[config.mk]
export PLATFORM = sky130hd
export DESIGN_NAME = pc_sequencer
export DESIGN_NICKNAME = d
export VERILOG_FILES = /design/src/rtl/pcseq_pkg.sv /design/src/rtl/pc_sequencer_rr_pick.sv /design/src/rtl/pc_sequencer.sv
export SDC_FILE = /design/constraint.sdc
export NUM_CORES = 1
export LEC_CHECK = 0
export CAP_MARGIN = 20
export CORE_UTILIZATION = 51
export CTS_BUF_LIST = sky130_fd_sc_hd__clkbuf_4 sky130_fd_sc_hd__clkbuf_8
export CTS_CLUSTER_DIAMETER = 60
export DETAILED_ROUTE_END_ITERATION = 6
export GPL_TIMING_DRIVEN = 0
export PLACE_DENSITY = 0.78
export SYNTH_ARGS = -nofsm -noshare
export SYNTH_HDL_FRONTEND = slang
export SYNTH_SLANG_ARGS = --single-unit
[constraint.sdc]
create_clock -name clk_in -period 2.67 [get_ports clk_in]
set_input_delay 0.4005 -clock clk_in [delete_from_list [all_inputs] [get_ports clk_in]]
set_output_delay 0.4005 -clock clk_in [all_outputs]
set_load 0.02 [all_outputs]
[src/rtl/pcseq_pkg.sv]
// Shared types and helpers for the multi-hart PC sequencer.
// The optional PC_ALIGN_CHECK_EN macro is consumed by pc_sequencer.
package pcseq_pkg;

  typedef enum logic {
    SLOT_EMPTY = 1'b0,
    SLOT_FULL  = 1'b1
  } slot_state_e;

  localparam int REQ_PC_W   = 32;
  localparam int REQ_HART_W = 8;

  typedef struct packed {
    logic [REQ_PC_W-1:0]   pc;
    logic [REQ_HART_W-1:0] hart;
  } fetch_req_t;

  function automatic int hart_w(input int n);
    return (n <= 2) ? 1 : $clog2(n);
  endfunction

endpackage

[src/rtl/pc_sequencer_rr_pick.sv]
// Combinational round-robin selector: first enabled index after last,
// searched cyclically.
module rr_pick #(
  parameter int N  = 2,
  parameter int HW = 1
) (
  input  logic [N-1:0]  en_in,
  input  logic [HW-1:0] last_in,
  output logic          any_out,
  output logic [HW-1:0] idx_out
);

  logic w_found;

  always_comb begin
    w_found = 1'b0;
    idx_out = '0;
    any_out = |en_in;
    for (int k = 1; k <= N; k++) begin
      if (!w_found && en_in[(int'(last_in) + k) % N]) begin
        w_found = 1'b1;
        idx_out = HW'((int'(last_in) + k) % N);
      end
    end
  end

endmodule

[src/rtl/pc_sequencer.sv]
// Multi-hart PC sequencer: per-hart PCs, round-robin issue, redirects.
// Define PC_ALIGN_CHECK_EN to reject misaligned redirects.
module pc_sequencer
  import pcseq_pkg::*;
#(
  parameter int                WIDTH        = 32,
  parameter int                NUM_HARTS    = 2,
  parameter logic [WIDTH-1:0]  RESET_VECTOR = '0,
  parameter int                INC          = 4,
  localparam int               HART_W       = hart_w(NUM_HARTS)
) (
  input  logic                 clk_in,
  input  logic                 rst_in,
  input  logic                 stall_in,
  input  logic [NUM_HARTS-1:0] hart_en_in,
  input  logic                 redirect_valid_in,
  input  logic [HART_W-1:0]    redirect_hart_in,
  input  logic [WIDTH-1:0]     redirect_pc_in,
  output logic                 fetch_valid_out,
  input  logic                 fetch_ready_in,
  output logic [WIDTH-1:0]     fetch_pc_out,
  output logic [HART_W-1:0]    fetch_hart_out,
  output logic                 misalign_out
);

  localparam logic [HART_W:0]   NH       = (HART_W+1)'(NUM_HARTS);
  localparam logic [HART_W-1:0] LAST_RST = HART_W'(NUM_HARTS - 1);

  typedef struct packed {
    logic [WIDTH-1:0]  pc;
    logic [HART_W-1:0] hart;
  } slot_t;

  slot_state_e       r_state;
  slot_state_e       w_state_nxt;
  slot_t             r_slot;
  logic [WIDTH-1:0]  r_pc [NUM_HARTS];
  logic [HART_W-1:0] r_last;
  logic [HART_W-1:0] w_sel;
  logic [WIDTH-1:0]  w_sel_pc;
  logic [WIDTH-1:0]  w_redir_pc;
  logic              w_any;
  logic              w_hart_ok;
  logic              w_redir_ok;
  logic              w_accept;
  logic              w_load;
  logic              w_kill;

  rr_pick #(
    .N  (NUM_HARTS),
    .HW (HART_W)
  ) u_rr_pick (
    .en_in   (hart_en_in),
    .last_in (r_last),
    .any_out (w_any),
    .idx_out (w_sel)
  );

  assign w_hart_ok = {1'b0, redirect_hart_in} < NH;

`ifdef PC_ALIGN_CHECK_EN
  logic r_misalign;

  assign w_redir_ok = redirect_valid_in && w_hart_ok
                   && (redirect_pc_in[1:0] == 2'b00);
  assign w_redir_pc = redirect_pc_in;

  always_ff @(posedge clk_in or posedge rst_in) begin
    if (rst_in) begin
      r_misalign <= 1'b0;
    end else begin
      r_misalign <= redirect_valid_in && w_hart_ok
                 && (redirect_pc_in[1:0] != 2'b00);
    end
  end

  assign misalign_out = r_misalign;
`else
  logic w_unused_lo;

  assign w_redir_ok   = redirect_valid_in && w_hart_ok;
  assign w_redir_pc   = {redirect_pc_in[WIDTH-1:2], 2'b00};
  assign w_unused_lo  = ^redirect_pc_in[1:0];
  assign misalign_out = 1'b0;
`endif

  assign w_accept = (r_state == SLOT_FULL) && fetch_ready_in;

  // Any redirect strobe, even a rejected one, suppresses loading.
  assign w_load = ((r_state == SLOT_EMPTY) || w_accept)
               && !stall_in && !redirect_valid_in && w_any;

  assign w_kill = w_redir_ok && (r_state == SLOT_FULL)
               && (r_slot.hart == redirect_hart_in) && !w_accept;

  always_comb begin
    w_sel_pc = r_pc[0];
    for (int h = 0; h < NUM_HARTS; h++) begin
      if (w_sel == HART_W'(h)) w_sel_pc = r_pc[h];
    end
  end

  always_comb begin
    w_state_nxt = r_state;
    unique case (r_state)
      SLOT_EMPTY: begin
        if (w_load) w_state_nxt = SLOT_FULL;
      end
      SLOT_FULL: begin
        if (w_load)                 w_state_nxt = SLOT_FULL;
        else if (w_accept || w_kill) w_state_nxt = SLOT_EMPTY;
      end
      default: w_state_nxt = SLOT_EMPTY;
    endcase
  end

  always_ff @(posedge clk_in or posedge rst_in) begin
    if (rst_in) r_state <= SLOT_EMPTY;
    else        r_state <= w_state_nxt;
  end

  always_ff @(posedge clk_in or posedge rst_in) begin
    if (rst_in) begin
      r_slot <= '0;
      r_last <= LAST_RST;
    end else if (w_load) begin
      r_slot <= '{pc: w_sel_pc, hart: w_sel};
      r_last <= w_sel;
    end
  end

  // Redirect wins over the issue increment for the same hart.
  always_ff @(posedge clk_in or posedge rst_in) begin
    if (rst_in) begin
      for (int h = 0; h < NUM_HARTS; h++) r_pc[h] <= RESET_VECTOR;
    end else begin
      for (int h = 0; h < NUM_HARTS; h++) begin
        if (w_redir_ok && (redirect_hart_in == HART_W'(h))) begin
          r_pc[h] <= w_redir_pc;
        end else if (w_load && (w_sel == HART_W'(h))) begin
          r_pc[h] <= r_pc[h] + WIDTH'(INC);
        end
      end
    end
  end

  assign fetch_valid_out = (r_state == SLOT_FULL);
  assign fetch_pc_out    = r_slot.pc;
  assign fetch_hart_out  = r_slot.hart;

endmodule

==> results of run 1 <==
[layout make-up]
cell class,instances,area [um^2]
repair buffers,71,731
clock buffers,11,139
well taps,133,166
inverters,10,41.3
plain buffers,42,196
flip-flops and latches,93,2330
clock inverters,5,36.3
fillers,873,3550
multi-input cells,448,2720
[logic make-up after synthesis]
group / synth area share
and+or+nand+nor: 0.249
AOI/OAI and AO/OA: 0.171
DFF: 0.441
buffers and inverters: 0.0444
muxes: 0.0607
xor gates and xnor gates: 0.0282
adders and majority gates: 0.00474
other: 0.000711
[registers in the layout (all words and copies together) (netlist names)]
register         count
fetch_hart_out       1
r_last               1
fetch_valid_out      1
fetch_pc_out        30
r_pc                60
[worst max-delay path, stage by stage]
cell and delay [ns]:
clkdlybuf4s50_1 0.57, nor2_1 0.14, nand3_1 0.31, clkbuf_1 0.47, clkbuf_1 0.49, nor2_1 0.10, o21ai_0 0.16, nand2_1 0.07
[final timing paths]
kind                            cells after the start  slack (ns)                      endpoint
worst min-delay path                                2        0.44          r_pc[10]$_DFFE_PP0P_
worst max register to register                      6        0.36          r_pc[18]$_DFFE_PP0P_
max in group asynchronous                           4        1.40  fetch_pc_out[23]$_DFFE_PP0P_
worst max-delay path                                8        0.24           r_pc[9]$_DFFE_PP0P_
min in group clk_in                                 2        0.48            r_last$_DFFE_PP1P_
worst min register to register                      2        0.48            r_last$_DFFE_PP1P_
[layer usage]
| layer | share of wire | up-vias | GRT usage | wire length, um |
|---|---|---|---|---|
| met4 | 0.027 | 0 | 0.123 | 447 |
| met3 | 0.11 | 33 | 0.0548 | 1870 |
| met5 | 0 | - | 0 | 0 |
| met1 | 0.42 | 2482 | 0.455 | 6920 |
| met2 | 0.44 | 302 | 0.465 | 7210 |
| li1 | - | 2348 | - | - |
[where the power goes]
part           switching, W  internal [W]
clock              0.000539      0.000362
sequential         0.000294       0.00167
combinational      0.000626      0.000517
[metrics by stage]
stage | instance area, um^2 | setup TNS, ns | hold WS, ns | power [W] | utilization
after floorplan | 5290 | 0 | 0.451 | 0.00255 | -
after detailed placement | 6180 | -0.199 | 0.466 | 0.00310 | 0.624
final | 6360 | 0 | 0.439 | 0.00400 | 0.642
after CTS | 6360 | 0 | 0.462 | 0.00399 | 0.642
after global routing | 6360 | 0 | 0.480 | 0.00419 | 0.642
after global placement | 6140 | -0.197 | 0.461 | 0.00306 | 0.620
[cells in the mapped netlist (all sizes together) (3+ instances only)]
cell type,instances
nand4,28
mux2i,32
o22ai,3
nand3,36
and4,8
or4,7
xnor2,5
clkbuf,31
nand2,103
a31oi,5
xor2,12
buf,10
or3,6
nand2b,6
nor3,13
a21oi,12
a221o,12
o21ai,66
o211ai,13
inv,10
a22oi,9
and2,3
and3,9
o311ai,9
nor4,9
dfrtp,92
nor2,23
==> metrics.txt, run 1 <==
# TYPE chip_impl_metric gauge
chip_impl_metric{name="setup_viol",unit=""} 0
chip_impl_metric{name="placeableCoreArea",unit="um^2"} 9910
chip_impl_metric{name="syn_area",unit="um^2"} 5280
chip_impl_metric{name="detailedRoute.firstPassIterationCount",unit=""} 5
chip_impl_metric{name="num-nets-final",unit=""} 717
chip_impl_metric{name="layout_setup_ws",unit="ns"} 0.237
chip_impl_metric{name="yosysSeqAreaShare",unit=""} 0.441
chip_impl_info{name="layout.cells.most_common",value="nand2_1"} 1
chip_impl_metric{name="async_reset_ff_frac",unit=""} 1.00
chip_impl_metric{name="synth-edff-count",unit=""} 0
chip_impl_metric{name="peakVddDrop",unit="uV"} 304
chip_impl_metric{name="cts_buffers",unit=""} 9
chip_impl_info{name="setup.worst_path.class",value="input port to flip-flop"} 1
chip_impl_metric{name="finish.cell_count_without_fillers",unit=""} 813
chip_impl_metric{name="rows",unit=""} 36
chip_impl_info{name="post-synth-top-area-cell",value="dfrtp_1"} 1
chip_impl_metric{name="synth-seq-cells",unit=""} 93
chip_impl_metric{name="area.growth.synth_to_final",unit="%"} 20.5
chip_impl_metric{name="critical_path_fanouts_max",unit=""} 10
chip_impl_metric{name="finalWorstPathRequiredPeriod",unit="ns"} 2.43
chip_impl_metric{name="clk_transition_reported_paths",unit="ns"} 0.10
chip_impl_metric{name="grt_overflow_total",unit=""} 0
chip_impl_metric{name="clock_latency",unit="ns"} 0.38
chip_impl_metric{name="fmax",unit="MHz"} 411
chip_impl_metric{name="power.density",unit="nW/um^2"} 630
chip_impl_metric{name="leakage",unit="nW"} 2.59
chip_impl_metric{name="final_hold_viol_count",unit=""} 0
chip_impl_info{name="worstHoldPathType",value="input port to async pin"} 1
chip_impl_metric{name="detailed_route_iter0_violations",unit=""} 436
chip_impl_metric{name="clk_path_buf_depth",unit=""} 2
chip_impl_metric{name="post_cts_buffers",unit=""} 0
chip_impl_metric{name="final_period_utilization",unit=""} 0.911
chip_impl_metric{name="synth_area_per_cell",unit="um^2"} 8.93
chip_impl_info{name="cts_tree",value="yes"} 1
chip_impl_metric{name="dieWidth",unit="um"} 104
chip_impl_metric{name="post_cts_gate_resize_count",unit=""} 0
chip_impl_metric{name="ctsHoldBuffers",unit=""} 0
chip_impl_metric{name="synth_largest_type_area_fraction",unit=""} 0.436
chip_impl_metric{name="number_of_global_route_vias_before_repair",unit=""} 4740
chip_impl_metric{name="boundaryPins",unit=""} 75
chip_impl_metric{name="routabilityCongestion",unit=""} 0.921
chip_impl_info{name="cp-start-kind",value="input port"} 1
chip_impl_info{name="regToRegStartpoint",value="r_pc[3]$_DFFE_PP0P_"} 1
chip_impl_metric{name="tightestPinTransition",unit="ns"} 1.03
chip_impl_metric{name="worst_ep_arrival_time",unit="ns"} 2.71
chip_impl_metric{name="dr_total_vias",unit=""} 5165
chip_impl_metric{name="htree_levels",unit=""} 3
chip_impl_metric{name="wire_per_inst",unit="um"} 20.2
chip_impl_metric{name="slew_viol_final",unit=""} 0
chip_impl_metric{name="slew-limit-headroom",unit=""} 0.313
chip_impl_metric{name="floorplan.die.height",unit="um"} 104
chip_impl_info{name="most_frequent_cells_in_the_layout",value="102 x nand2_1, 92 x dfrtp_1, 69 x clkdlybuf4s50_1, 66 x o21ai_0, 36 x nand3_1"} 1
chip_impl_info{name="leading_post_synthesis_cells_by_cell_area",value="dfrtp_1 44%, nand2_1 7.3%, o21ai_0 6.3%"} 1
chip_impl_metric{name="antenna_found_initial",unit=""} 0
chip_impl_metric{name="netlist-cell-type-count",unit=""} 53
chip_impl_info{name="end_kind",value="flip-flop"} 1
chip_impl_info{name="status",value="finished, final reports clean"} 1
chip_impl_metric{name="timing.critical_path.required",unit="ns"} 2.94
chip_impl_metric{name="tritoncts_num_sinks",unit=""} 93
chip_impl_info{name="setup.worst_path.start",value="redirect_valid_in"} 1
chip_impl_metric{name="dpl_hpwl",unit="um"} 12300
chip_impl_metric{name="overall_routing_resource_usage",unit=""} 0.313
chip_impl_metric{name="avgViaCountPerCell",unit=""} 6.35
chip_impl_metric{name="detail-route-antenna-nets",unit=""} 0
chip_impl_metric{name="post_placement_setup_slack",unit="ns"} -0.0788
chip_impl_metric{name="n_antenna_cell",unit=""} 0
chip_impl_metric{name="fin_worst_skew",unit="ns"} 0.0121
chip_impl_info{name="clock_tree.root_cell",value="clkbuf_8"} 1
chip_impl_metric{name="floorplan.initialDensity",unit=""} 0.532
chip_impl_metric{name="die_area",unit="um^2"} 10800
chip_impl_metric{name="drive_gt1_frac",unit=""} 0.0588
chip_impl_metric{name="drcViolationCount",unit=""} 0
chip_impl_metric{name="count_of_port_buffers_added_during_placement",unit=""} 69
chip_impl_metric{name="placed_instances",unit=""} 797
chip_impl_info{name="setup_repair_after_global_routing_missed_its_margin",value="false"} 1
chip_impl_info{name="postSynth.topFlopCell",value="dfrtp_1"} 1
chip_impl_metric{name="drt_wl_total",unit="um"} 16400
chip_impl_metric{name="grt_pass1_wl",unit="um"} 26000
chip_impl_metric{name="yosys_warnings",unit=""} 0
chip_impl_metric{name="count_of_max_cap_constraint_violations",unit=""} 0
chip_impl_metric{name="pin_count_of_the_biggest_net_entering_global_routing",unit=""} 41
chip_impl_metric{name="instance_count_of_the_mapped_netlist",unit=""} 591
No activity file was read; power rests on OpenSTA's default activity.
==> inputs of run 2 (changes only) <==
--- a/config.mk
+++ b/config.mk
@@ -6,6 +6,7 @@
 export NUM_CORES = 1
 export LEC_CHECK = 0
 export CAP_MARGIN = 20
+export CORE_ASPECT_RATIO = 1.25
 export CORE_UTILIZATION = 51
 export CTS_BUF_LIST = sky130_fd_sc_hd__clkbuf_4 sky130_fd_sc_hd__clkbuf_8
 export CTS_CLUSTER_DIAMETER = 60
==> metrics.txt, run 2 (synthesized netlist as in run 1, its figures left out) <==
# TYPE chip_impl_metric gauge
chip_impl_info{name="status",value="finished, final reports clean"} 1
chip_impl_metric{name="critical_path_fanouts_max",unit=""} 10
chip_impl_metric{name="slew_viol_final",unit=""} 0
chip_impl_metric{name="tightestPinTransition",unit="ns"} 0.912
chip_impl_metric{name="multiInputGateArea",unit="um^2"} 2720
chip_impl_metric{name="dpl_hpwl",unit="um"} 12200
chip_impl_metric{name="largest_register_ffs",unit=""} 60
chip_impl_info{name="setup.worst_path.start",value="redirect_valid_in"} 1
chip_impl_info{name="regToRegStartpoint",value="r_last$_DFFE_PP1P_"} 1
chip_impl_metric{name="nFillCells",unit=""} 913
chip_impl_metric{name="slew-limit-headroom",unit=""} 0.390
chip_impl_info{name="crit_chain",value="clkdlybuf4s50_1, nor2_1, nand3_1, clkbuf_1, clkbuf_1, nor2_1, o21ai_0, nand2_1"} 1
chip_impl_metric{name="post_cts_gate_resize_count",unit=""} 0
chip_impl_metric{name="number_of_global_route_vias_before_repair",unit=""} 4929
chip_impl_metric{name="avgViaCountPerCell",unit=""} 6.45
chip_impl_metric{name="clk_path_buf_depth",unit=""} 2
chip_impl_metric{name="pin_count_of_the_biggest_net_entering_global_routing",unit=""} 42
chip_impl_metric{name="fmax",unit="MHz"} 378
chip_impl_metric{name="ff_latch_area",unit="um^2"} 2330
chip_impl_metric{name="finalWorstPathRequiredPeriod",unit="ns"} 2.65
chip_impl_metric{name="placed_instances",unit=""} 793
chip_impl_metric{name="rows",unit=""} 41
chip_impl_info{name="critical_path.top_delay_family",value="buffers and inverters"} 1
chip_impl_metric{name="fin_worst_skew",unit="ns"} 0.00909
chip_impl_metric{name="cell_int_power",unit="W"} 0.00266
chip_impl_metric{name="clock_latency",unit="ns"} 0.37
chip_impl_metric{name="overall_routing_resource_usage",unit=""} 0.329
chip_impl_metric{name="ctsHoldBuffers",unit=""} 0
chip_impl_metric{name="met1_usage",unit=""} 0.432
chip_impl_info{name="cts_tree",value="yes"} 1
chip_impl_info{name="clock_tree.root_cell",value="clkbuf_8"} 1
chip_impl_metric{name="antenna_found_initial",unit=""} 0
chip_impl_metric{name="grt_pass1_wl",unit="um"} 26800
chip_impl_metric{name="detailed_route_iter0_violations",unit=""} 639
chip_impl_metric{name="count_of_max_cap_constraint_violations",unit=""} 0
chip_impl_metric{name="placeableCoreArea",unit="um^2"} 10100
chip_impl_metric{name="die_area",unit="um^2"} 10800
chip_impl_metric{name="tritoncts_num_sinks",unit=""} 93
chip_impl_metric{name="floorplan.initialDensity",unit=""} 0.525
chip_impl_metric{name="switchingPower",unit="W"} 0.00141
chip_impl_info{name="cp-start-kind",value="input port"} 1
chip_impl_metric{name="worst_ep_arrival_time",unit="ns"} 2.91
chip_impl_metric{name="clk_transition_reported_paths",unit="ns"} 0.09
chip_impl_metric{name="fin_util",unit=""} 0.634
chip_impl_metric{name="grt.met2_usage",unit=""} 0.526
chip_impl_info{name="setup.worst_path.class",value="input port to flip-flop"} 1
chip_impl_info{name="largest_register",value="r_pc"} 1
chip_impl_metric{name="drive_gt1_frac",unit=""} 0.0588
chip_impl_metric{name="drcViolationCount",unit=""} 0
chip_impl_metric{name="dr_total_vias",unit=""} 5220
chip_impl_metric{name="post_cts_buffers",unit=""} 0
chip_impl_metric{name="tns_setup",unit="ns"} 0
chip_impl_metric{name="seqPwrFrac",unit=""} 0.480
chip_impl_info{name="worst_path_cell_with_the_longest_stage_delay",value="clkbuf_1"} 1
chip_impl_metric{name="dieWidth",unit="um"} 93.0
chip_impl_metric{name="final_period_utilization",unit=""} 0.992
chip_impl_metric{name="routabilityCongestion",unit=""} 0.989
chip_impl_metric{name="power.density",unit="nW/um^2"} 638
chip_impl_info{name="setup_repair_after_global_routing_missed_its_margin",value="false"} 1
chip_impl_info{name="end_kind",value="flip-flop"} 1
chip_impl_metric{name="p_comb_frac",unit=""} 0.281
chip_impl_metric{name="area.growth.synth_to_final",unit="%"} 20.8
chip_impl_metric{name="boundaryPins",unit=""} 75
chip_impl_info{name="gr-max-usage-layer",value="met2"} 1
chip_impl_metric{name="finish.cell_count_without_fillers",unit=""} 809
chip_impl_metric{name="critPathMaxStageDelay",unit="ns"} 0.60
chip_impl_metric{name="power.share.switching",unit=""} 0.346
chip_impl_info{name="layout.cells.most_common",value="nand2_1"} 1
chip_impl_metric{name="peakVddDrop",unit="uV"} 430
chip_impl_metric{name="wire_per_inst",unit="um"} 20.7
chip_impl_metric{name="cts_buffers",unit=""} 9
chip_impl_metric{name="htree_levels",unit=""} 3
chip_impl_metric{name="n_antenna_cell",unit=""} 0
chip_impl_metric{name="grt_overflow_total",unit=""} 0
chip_impl_metric{name="cp.buffers_inverters",unit=""} 3
chip_impl_metric{name="grt_use_met3",unit=""} 0.0551
chip_impl_metric{name="timing.critical_path.required",unit="ns"} 2.93
chip_impl_metric{name="setup_viol",unit=""} 0
chip_impl_info{name="most_frequent_cells_in_the_layout",value="102 x nand2_1, 92 x dfrtp_1, 69 x clkdlybuf4s50_1, 66 x o21ai_0, 36 x nand3_1"} 1
chip_impl_metric{name="final_hold_viol_count",unit=""} 0
chip_impl_metric{name="num-nets-final",unit=""} 717
chip_impl_metric{name="leakage",unit="nW"} 2.61
chip_impl_metric{name="floorplan.die.height",unit="um"} 116
chip_impl_metric{name="count_of_port_buffers_added_during_placement",unit=""} 69
chip_impl_info{name="worstHoldPathType",value="input port to async pin"} 1
chip_impl_metric{name="share_clk_of_total_power",unit=""} 0.240
chip_impl_metric{name="detailedRoute.firstPassIterationCount",unit=""} 6
chip_impl_metric{name="drt_wl_total",unit="um"} 16800
chip_impl_metric{name="detail-route-antenna-nets",unit=""} 0
run 2: final cells by class:
class / instances / area share
buffer: 42 / 0.0308
clock buffer: 13 / 0.0242
clock inverter: 3 / 0.00628
inverter: 10 / 0.00648
multi-input combinational: 448 / 0.427
sequential: 93 / 0.365
tap: 129 / 0.0253
timing repair buffer: 71 / 0.115
run 2: path summary, 6_finish.rpt:
path / slack [ns] / cells after the start / to
setup / recovery: 0.02 / 8 / r_pc[9]$_DFFE_PP0P_
hold / removal: 0.35 / 2 / r_pc[4]$_DFFE_PP0P_
setup reg to reg: 0.09 / 7 / r_pc[9]$_DFFE_PP0P_
hold reg to reg: 0.48 / 2 / fetch_pc_out[10]$_DFFE_PP0P_
max in group asynchronous: 1.75 / 3 / r_last$_DFFE_PP1P_
min in group clk_in: 0.48 / 2 / fetch_pc_out[10]$_DFFE_PP0P_
run 2: power by group through the flow:
stage | registers (W) | logic (W) | clock network (W)
after floorplan | 0.00203 | 0.000521 | 0
after global placement | 0.00195 | 0.00111 | 0
after detailed placement | 0.00196 | 0.00113 | 0
after CTS | 0.00194 | 0.00114 | 0.000976
after global routing | 0.00198 | 0.00124 | 0.00103
final | 0.00195 | 0.00114 | 0.000974
run 2: layer usage:
metal | up-vias | wire length, um
met3 | 68 | 1300
met1 | 2512 | 6750
met5 | - | 0
li1 | 2350 | -
met2 | 290 | 7880
met4 | 0 | 813
run 2: stage by stage:
stage               power, W  instance area [um^2]  hold slack (ns)  worst slack [ns]
finish               0.00406                  6370            0.347            0.0213
global route         0.00425                  6370            0.375          0.000639
CTS                  0.00405                  6370            0.355             0.139
detailed placement   0.00309                  6180            0.472            -0.249
global placement     0.00305                  6140            0.459            -0.246
floorplan            0.00255                  5290            0.451             0.799
